File: src/rtl/line_clear_engine.sv
// Scans the playfield bottom-up, removes each full row by shifting everything above it down one, and zero-fills row 0.
// Reports the count of removed rows. Grid reads are combinational, and each grid access takes one cycle.
module line_clear_engine #(
    parameter int COLS = 10,
    parameter int ROWS = 20,
    parameter int X_W  = 4,
    parameter int Y_W  = 5
) (
    input  logic           clk,
    input  logic           rst,
    input  logic           start,
    output logic           busy,
    output logic           done,
    output logic [Y_W-1:0] lines_cleared,
    output logic [X_W-1:0] grid_x,
    output logic [Y_W-1:0] grid_y,
    output logic           grid_rd_en,
    output logic           grid_wr_en,
    output logic           grid_wr_data,
    input  logic           grid_rd_data
);

    typedef enum logic [2:0] {IDLE, SCAN, SHIFT_RD, SHIFT_WR, CLR_TOP, DONE} state_t;

    localparam logic [X_W-1:0] C_LAST = X_W'(COLS - 1);
    localparam logic [Y_W-1:0] Y_LAST = Y_W'(ROWS - 1);
    localparam logic [Y_W-1:0] Y_MAX  = Y_W'(ROWS);

    state_t         state, state_n;
    logic [Y_W-1:0] r, r_n, d, d_n, lc, lc_n;
    logic [X_W-1:0] c, c_n;
    logic           tmp, tmp_n;

    assign lines_cleared = lc;

    always_ff @(posedge clk) begin
        if (rst) begin
            state <= IDLE;
            r     <= '0;
            d     <= '0;
            c     <= '0;
            lc    <= '0;
            tmp   <= 1'b0;
        end else begin
            state <= state_n;
            r     <= r_n;
            d     <= d_n;
            c     <= c_n;
            lc    <= lc_n;
            tmp   <= tmp_n;
        end
    end

    always_comb begin
        state_n      = state;
        r_n          = r;
        d_n          = d;
        c_n          = c;
        lc_n         = lc;
        tmp_n        = tmp;
        busy         = (state != IDLE);
        done         = 1'b0;
        grid_x       = '0;
        grid_y       = '0;
        grid_rd_en   = 1'b0;
        grid_wr_en   = 1'b0;
        grid_wr_data = 1'b0;
        case (state)
            IDLE: begin
                if (start) begin
                    lc_n    = '0;
                    r_n     = Y_LAST;
                    c_n     = '0;
                    state_n = SCAN;
                end
            end
            SCAN: begin
                grid_rd_en = 1'b1;
                grid_x     = c;
                grid_y     = r;
                if (!grid_rd_data) begin
                    if (r == '0) begin
                        state_n = DONE;
                    end else begin
                        r_n = r - Y_W'(1);
                        c_n = '0;
                    end
                end else if (c != C_LAST) begin
                    c_n = c + X_W'(1);
                end else begin
                    if (lc != Y_MAX)
                        lc_n = lc + Y_W'(1);
                    c_n     = '0;
                    d_n     = r;
                    state_n = (r != '0) ? SHIFT_RD : CLR_TOP;
                end
            end
            SHIFT_RD: begin
                grid_rd_en = 1'b1;
                grid_x     = c;
                grid_y     = d - Y_W'(1);
                tmp_n      = grid_rd_data;
                state_n    = SHIFT_WR;
            end
            SHIFT_WR: begin
                grid_wr_en   = 1'b1;
                grid_x       = c;
                grid_y       = d;
                grid_wr_data = tmp;
                if (c != C_LAST) begin
                    c_n     = c + X_W'(1);
                    state_n = SHIFT_RD;
                end else begin
                    c_n = '0;
                    if (d > Y_W'(1)) begin
                        d_n     = d - Y_W'(1);
                        state_n = SHIFT_RD;
                    end else begin
                        state_n = CLR_TOP;
                    end
                end
            end
            CLR_TOP: begin
                // r is left alone so the row that just received the shifted data is rescanned
                grid_wr_en = 1'b1;
                grid_x     = c;
                grid_y     = '0;
                if (c != C_LAST) begin
                    c_n = c + X_W'(1);
                end else begin
                    c_n     = '0;
                    state_n = SCAN;
                end
            end
            DONE: begin
                done    = 1'b1;
                state_n = IDLE;
            end
            default: state_n = IDLE;
        endcase
    end

endmodule

File: config.mk
export PLATFORM = sky130hd
export DESIGN_NAME = line_clear_engine
export DESIGN_NICKNAME = d
export VERILOG_FILES = /design/src/rtl/line_clear_engine.sv
export SDC_FILE = /design/constraint.sdc
export NUM_CORES = 1
export LEC_CHECK = 0
export ABC_AREA = 1
export CORE_ASPECT_RATIO = 0.75
export CORE_MARGIN = 1
export CORE_UTILIZATION = 29
export DETAILED_ROUTE_END_ITERATION = 16
export DONT_BUFFER_PORTS = 1
export GPL_TIMING_DRIVEN = 0
export PLACE_DENSITY = 0.52
export SETUP_SLACK_MARGIN = 0.15
export SYNTH_ARGS = -nofsm -noshare
export SYNTH_HDL_FRONTEND = slang
export SYNTH_SLANG_ARGS = --single-unit
File: constraint.sdc
create_clock -name clk -period 2.9 [get_ports clk]
set_input_delay 0.58 -clock clk [delete_from_list [all_inputs] [get_ports clk]]
set_output_delay 0.58 -clock clk [all_outputs]
set_load 0.02 [all_outputs]
==> key figures, run 1 <==
Timing
  • Final Hold Viols: 0
  • Final setup violating endpoints: 0
  • Clk_skew: 0.00199 ns
  • Slew HR: 53.6%
  • Max Fclk: 403 MHz
  • Final period utilization: 85.6%
  • Slew @ Worst Pin: 0.690 ns
  • Post-Route Setup TNS: 0 ns
  • Slew Limit Fails: 0
  • RSZ-0062 raised after global routing: false
  • Fin crit period: 2.48 ns

Worst hold path
  • Hold Path Class: input port to flop
  • Hold wc startpoint: rst

Pwr
  • Cell Pwr Density: 800 nW/um^2
  • Worst VDD drop: 0.359 mV
  • P_leak: 0.782 nW
  • Tot Pwr: 0.00144 W

Worst setup path
  • CP Max Fanout: 10
  • Worst r2r src: c[1]
  • Worst Setup End Kind: output pin
  • Crit path arrival time: 1.90 ns
  • Startpoint types: flop
  • CP Data Required Time: 2.32 ns
  • Critical path origin: state[1]
  • WS Path Type: flop to output pin

Route
  • Antenna Nets Post-Route: 0
  • DR iter-0 viols: 79
  • DR pass1 iterations: 6
  • DRT Wirelength: 4.28 mm
  • Drt via density: 4.87
  • DRC violations left: 0
  • Avg WL per Cell: 12.4 um
  • Routed vias: 1680

Final layout
  • Diodes inserted: 0
  • Share of post-route cells with drive strength above 1: 9.63%
  • Cell area after layout: 1810 sq um
  • Fill count: 618
  • Final non-filler cell total: 345
  • Fin nets: 282
  • Area delta synth->final: 8.33%

Floorplanning
  • Core Footprint: 5440 sq um
  • Chip height: 67.7 um
  • Boundary Pins: 23
  • # rows: 23
  • Initial Util: 30.6%
  • Die W: 89.5 um
  • Die area: 6060 sq um

Clock network
  • Max Buffers Root-to-Sink: 2
  • CTS tree: built
  • Reg clk slew, reported paths: 0.09 ns
  • Hold Buf Count CTS: 0
  • PostCTS Resize Cnt: 0
  • Worst-skew pair later-pin latency: 0.27 ns
  • H-tree depth: 1
  • Setup Buffers After CTS: 0
  • CTS root buf: clkbuf_8
  • Num CTS Buffers: 3
  • CTS Sinks: 23

Logic synthesis
  • Mapped Area: 1670 sq um
  • Netlist cell types: 26
  • Syn Inst Count: 266
  • FFs w/ async S/R, synth: 0%
  • Synth top area cells: dfxtp_1 28%, nand2_1 18%, nand3_1 7.8%
  • Ys flop type: dfxtp_1
  • Net Count, Synth: 277
  • Post-synthesis register bit count: 23
  • Register area share after synthesis: 27.6%
  • Most instantiated library cell after synthesis: nand2_1
  • Synthesis warning total: 0
  • Post-synth top cells: 81 x nand2_1, 32 x nor2_1, 28 x inv_1, 26 x nand3_1, 23 x dfxtp_1
  • Post-Syn Area per Cell: 6.27 sq um
  • Post-synth top area share: 27.6%
  • Post-synth top area cell: dfxtp_1
  • EDFF count, synth: 0

Placement
  • Port Buf Inserts: 0
  • Detailed placer's ending HPWL: 3.32 mm
  • Area post-placement: 1760 sq um
  • RePlAce Congestion: 0.781
  • DP Cell Count: 341

Global routing
  • Met2 Usage GRT: 23.9%
  • First-pass GRT wire length: 7.51 mm
  • Grt total ovfl: 0
  • Most used routing layer: met1
  • M3 GR Usage: 3.67%
  • Met1 Use GR: 24.5%
  • Gr usage total: 16.5%
  • Antenna violations before repair: 0
  • Vias in the first global route: 1529
  • Pin count of the biggest net entering global routing: 13

Run
  • Max Cap Viol: 0

Status
  • Status: completed
==> report_power, final <==
part / switching, W / internal, W
sequential: 0.0000497 / 0.000370
combinational: 0.000566 / 0.000246
clock: 0.000115 / 0.0000986
total: 0.000731 / 0.000714
==> critical path, cell delays in order (launching register included) <==
cell	delay, ns
dfxtp_1	0.40
nor2_4	0.26
nand2_4	0.11
buf_4	0.20
nand2_1	0.21
nor2_1	0.13
nor2_1	0.31
==> per-stage QoR <==
step | util (%) | worst slack (ns) | hold slack (ns)
after floorplan | - | 0.891 | 0.430
after global placement | 32.4 | 0.742 | 0.442
after detailed placement | 32.4 | 0.728 | 0.449
after CTS | 33.2 | 0.403 | 0.358
after global routing | 33.2 | 0.304 | 0.344
final | 33.2 | 0.418 | 0.362
==> layer usage <==
layer  wire (um)  share of wire, %  vias up
li1            -                 -      869
met1        2250                52      761
met2        1680                39       45
met3         322               7.5        5
met4          36              0.84        0
met5           0                 0        -
==> state kept, by name, summed over array words and instances (netlist names) <==
| register | count |
|---|---|
| tmp | 1 |
| state | 3 |
| d | 5 |
| r | 5 |
| lines_cleared | 5 |
| c | 4 |
==> worst paths after layout <==
check                     end  slack, ns  cells past startpoint
max                 grid_x[2]       0.42                      6
min reg2reg               tmp       0.46                      2
max reg2reg              d[0]       1.18                     11
min          lines_cleared[2]       0.36                      1
==> placed cells by master, fill, tap and decap left out, types with 3 or more instances in the layout <==
master,count
nor3_1,4
o21ai_0,10
a21oi_1,16
inv_1,28
clkbuf_8,3
nand2_1,81
ha_1,7
dfxtp_1,23
nand4_1,4
nand2_2,5
nor2_4,4
o221ai_1,4
inv_2,3
nor2_1,32
clkbuf_1,3
nand3_1,26
buf_4,3
==> layout make-up <==
cell class	count	area [sq um]	share of cell area (%)
Buffer	5	30.0	1.66
Clock buffer	4	45.0	2.49
Inverter	31	116	6.44
Multi-Input combinational cell	207	1060	58.7
Sequential cell	23	460	25.5
Tap cell	75	93.8	5.20
==> cells by family (layout without fill, tap and decap cells) <==
family / after synthesis / in the layout / synth area share, %
AOI/OAI and AO/OA: 33 / 33 / 11.3
and+or+nand+nor: 163 / 163 / 44.9
DFF: 23 / 23 / 27.6
adders and majority gates: 7 / 7 / 5.26
xor gates and xnor gates: 4 / 4 / 2.10
buffers and inverters: 36 / 40 / 8.78
(Power assumes the default switching activity.)
==> run 2: changes to the inputs <==
--- a/config.mk
+++ b/config.mk
@@ -17,3 +17,4 @@
 export SYNTH_ARGS = -nofsm -noshare
 export SYNTH_HDL_FRONTEND = slang
 export SYNTH_SLANG_ARGS = --single-unit
+export TNS_END_PERCENT = 20
==> constraint.sdc (replaced) <==
create_clock -name clk -period 2.4 [get_ports clk]
set_input_delay 0.36 -clock clk [delete_from_list [all_inputs] [get_ports clk]]
set_output_delay 0.36 -clock clk [all_outputs]
set_load 0.02 [all_outputs]
==> run 2 against run 1 <==
Via count grew 0.36%. First-iteration DRC count is 8.9% lower. Worst hold slack worse by 0.22 ns. Wire length grew 1.0%. Sequential cell count stayed put. Die area unchanged. Power up 25%. Clock-buffer cell count unchanged. Largest power group unchanged. Highest routed layer unchanged.
==> key figures, run 2 (same netlist as run 1, synthesis figures left out) <==
Status
  • Status: completed

Floorplanning
  • # rows: 23
  • Chip height: 67.7 um
  • Initial Util: 30.6%
  • Die area: 6060 sq um
  • Boundary Pins: 23
  • Core Footprint: 5440 sq um
  • Die W: 89.5 um

Worst setup path
  • Slowest-stage cell, CP: dfxtp_2
  • Startpoint types: flop
  • Worst Setup End Kind: output pin
  • CP bufs+invs: 1
  • Cell Chain, Critical Path: nor2_4 > nand2_4 > buf_4 > nand2_1 > nor2_2 > nor2_2
  • CP Data Required Time: 2.04 ns
  • WS Path Type: flop to output pin
  • CP Max Fanout: 10
  • Most used cell, CP: nor2_2
  • Worst r2r src: c[1]
  • Crit path arrival time: 1.70 ns
  • Critical Path Max Stage Delay: 0.38 ns
  • R2R depth: 11
  • CP top delay family: simple AND/OR/NAND/NOR gates
  • R2R Setup Slk: 0.66 ns
  • Reg2reg end: d[0]

Route
  • Drt via density: 4.83
  • DR iter-0 viols: 72
  • DRC violations left: 0
  • Routed vias: 1686
  • DRT Wirelength: 4.33 mm
  • DR pass1 iterations: 4
  • Antenna Nets Post-Route: 0
  • Avg WL per Cell: 12.4 um

Worst hold path
  • Hold wc startpoint: rst
  • Hold Path Class: input port to flop
  • WHS Endpoint: lines_cleared[2]
  • Worst Hold Depth: 1

Global routing
  • First-pass GRT wire length: 7.51 mm
  • Antenna violations before repair: 0
  • Grt total ovfl: 0
  • Gr usage total: 16.5%
  • Vias in the first global route: 1529
  • Pin count of the biggest net entering global routing: 13

Clock network
  • Worst-skew pair later-pin latency: 0.27 ns
  • Max Buffers Root-to-Sink: 2
  • CTS Sinks: 23
  • CTS root buf: clkbuf_8
  • Num CTS Buffers: 3
  • CTS tree: built
  • Reg clk slew, reported paths: 0.09 ns
  • H-tree depth: 1
  • Hold Buf Count CTS: 0

Timing
  • Final Hold Viols: 0
  • Slew Limit Fails: 0
  • Slew @ Worst Pin: 0.701 ns
  • Post-Route Setup TNS: 0 ns
  • Final setup violating endpoints: 0
  • Final period utilization: 86.0%
  • Slew HR: 52.9%
  • Fin crit period: 2.06 ns
  • Max Fclk: 485 MHz
  • Clk_skew: 0.00183 ns
  • RSZ-0062 raised after global routing: false

Final layout
  • Area delta synth->final: 11.3%
  • Diodes inserted: 0
  • Most frequent cells in the layout: 81 x nand2_1, 28 x inv_1, 27 x nor2_1, 25 x nand3_1, 22 x dfxtp_1
  • Cell area after layout: 1850 sq um
  • Most common cell after layout, fill and taps aside: nand2_1
  • Fin nets: 286
  • Share of post-route cells with drive strength above 1: 13.5%

Pwr
  • P_leak: 0.800 nW
  • Cell Pwr Density: 976 nW/um^2
  • Worst VDD drop: 0.490 mV

Placement
  • RePlAce Congestion: 0.781
  • Port Buf Inserts: 0
  • Detailed placer's ending HPWL: 3.32 mm
  • Area post-placement: 1760 sq um

Run
  • Max Cap Viol: 0
[run 2: cell count changes in the layout (fill, tap and decap cells not counted), sizes merged]
| cell | before | now |
|---|---|---|
| buf | 3 | 7 |
[run 2: report_power, final]
part           internal [W]  switching, W
Sequential         0.000447     0.0000608
Combinational      0.000333      0.000711
Clock              0.000119      0.000139
[run 2: how the worst max path moves through the flow]
stage,endpoint,startpoint,slack [ns],cells past startpoint
3_5_place_dp,grid_x[3],state[1],0.45,6
6_report,grid_x[0],state[1],0.34,6
2_1_floorplan,grid_x[0],state[1],0.61,6
5_1_grt,grid_x[1],state[1],0.24,6
4_1_cts,grid_x[3],state[1],0.12,6
3_3_place_gp,grid_x[0],state[1],0.46,6
[run 2: what timing repair did]
item,CTS,global route
cloned,0,0
pin swaps,0,1
resized for setup,0,7
buffers inserted,0,4
setup endpoints to repair,4,4
[run 2: per-layer routing]
layer  wire [um]  track usage, %  vias to the layer above
li1            -               -                      873
met1        2180            24.5                      757
met2        1740            23.9                       52
met3         362            3.67                        4
met4          36            3.57                        0
met5           0               0                        -
[run 2: area by class of cell]
cell class	count	area, sq um
buffer	5	30.0
clock buffer	4	45.0
fill	612	3580
inverter	31	116
multi-input combinational	207	1080
sequential	23	462
tap	75	93.8
timing repair buffer	4	30.0
[run 2: metrics by stage]
stage | power (W) | worst slack [ns] | std cells | util (%) | hold slack (ns)
after floorplan | 0.00131 | 0.611 | 266 | - | 0.429
after global placement | 0.00150 | 0.462 | 341 | 32.4 | 0.433
after detailed placement | 0.00150 | 0.448 | 341 | 32.4 | 0.434
after CTS | 0.00176 | 0.123 | 345 | 33.2 | 0.138
after global routing | 0.00198 | 0.238 | 349 | 34.1 | 0.124
final | 0.00181 | 0.336 | 349 | 34.1 | 0.143
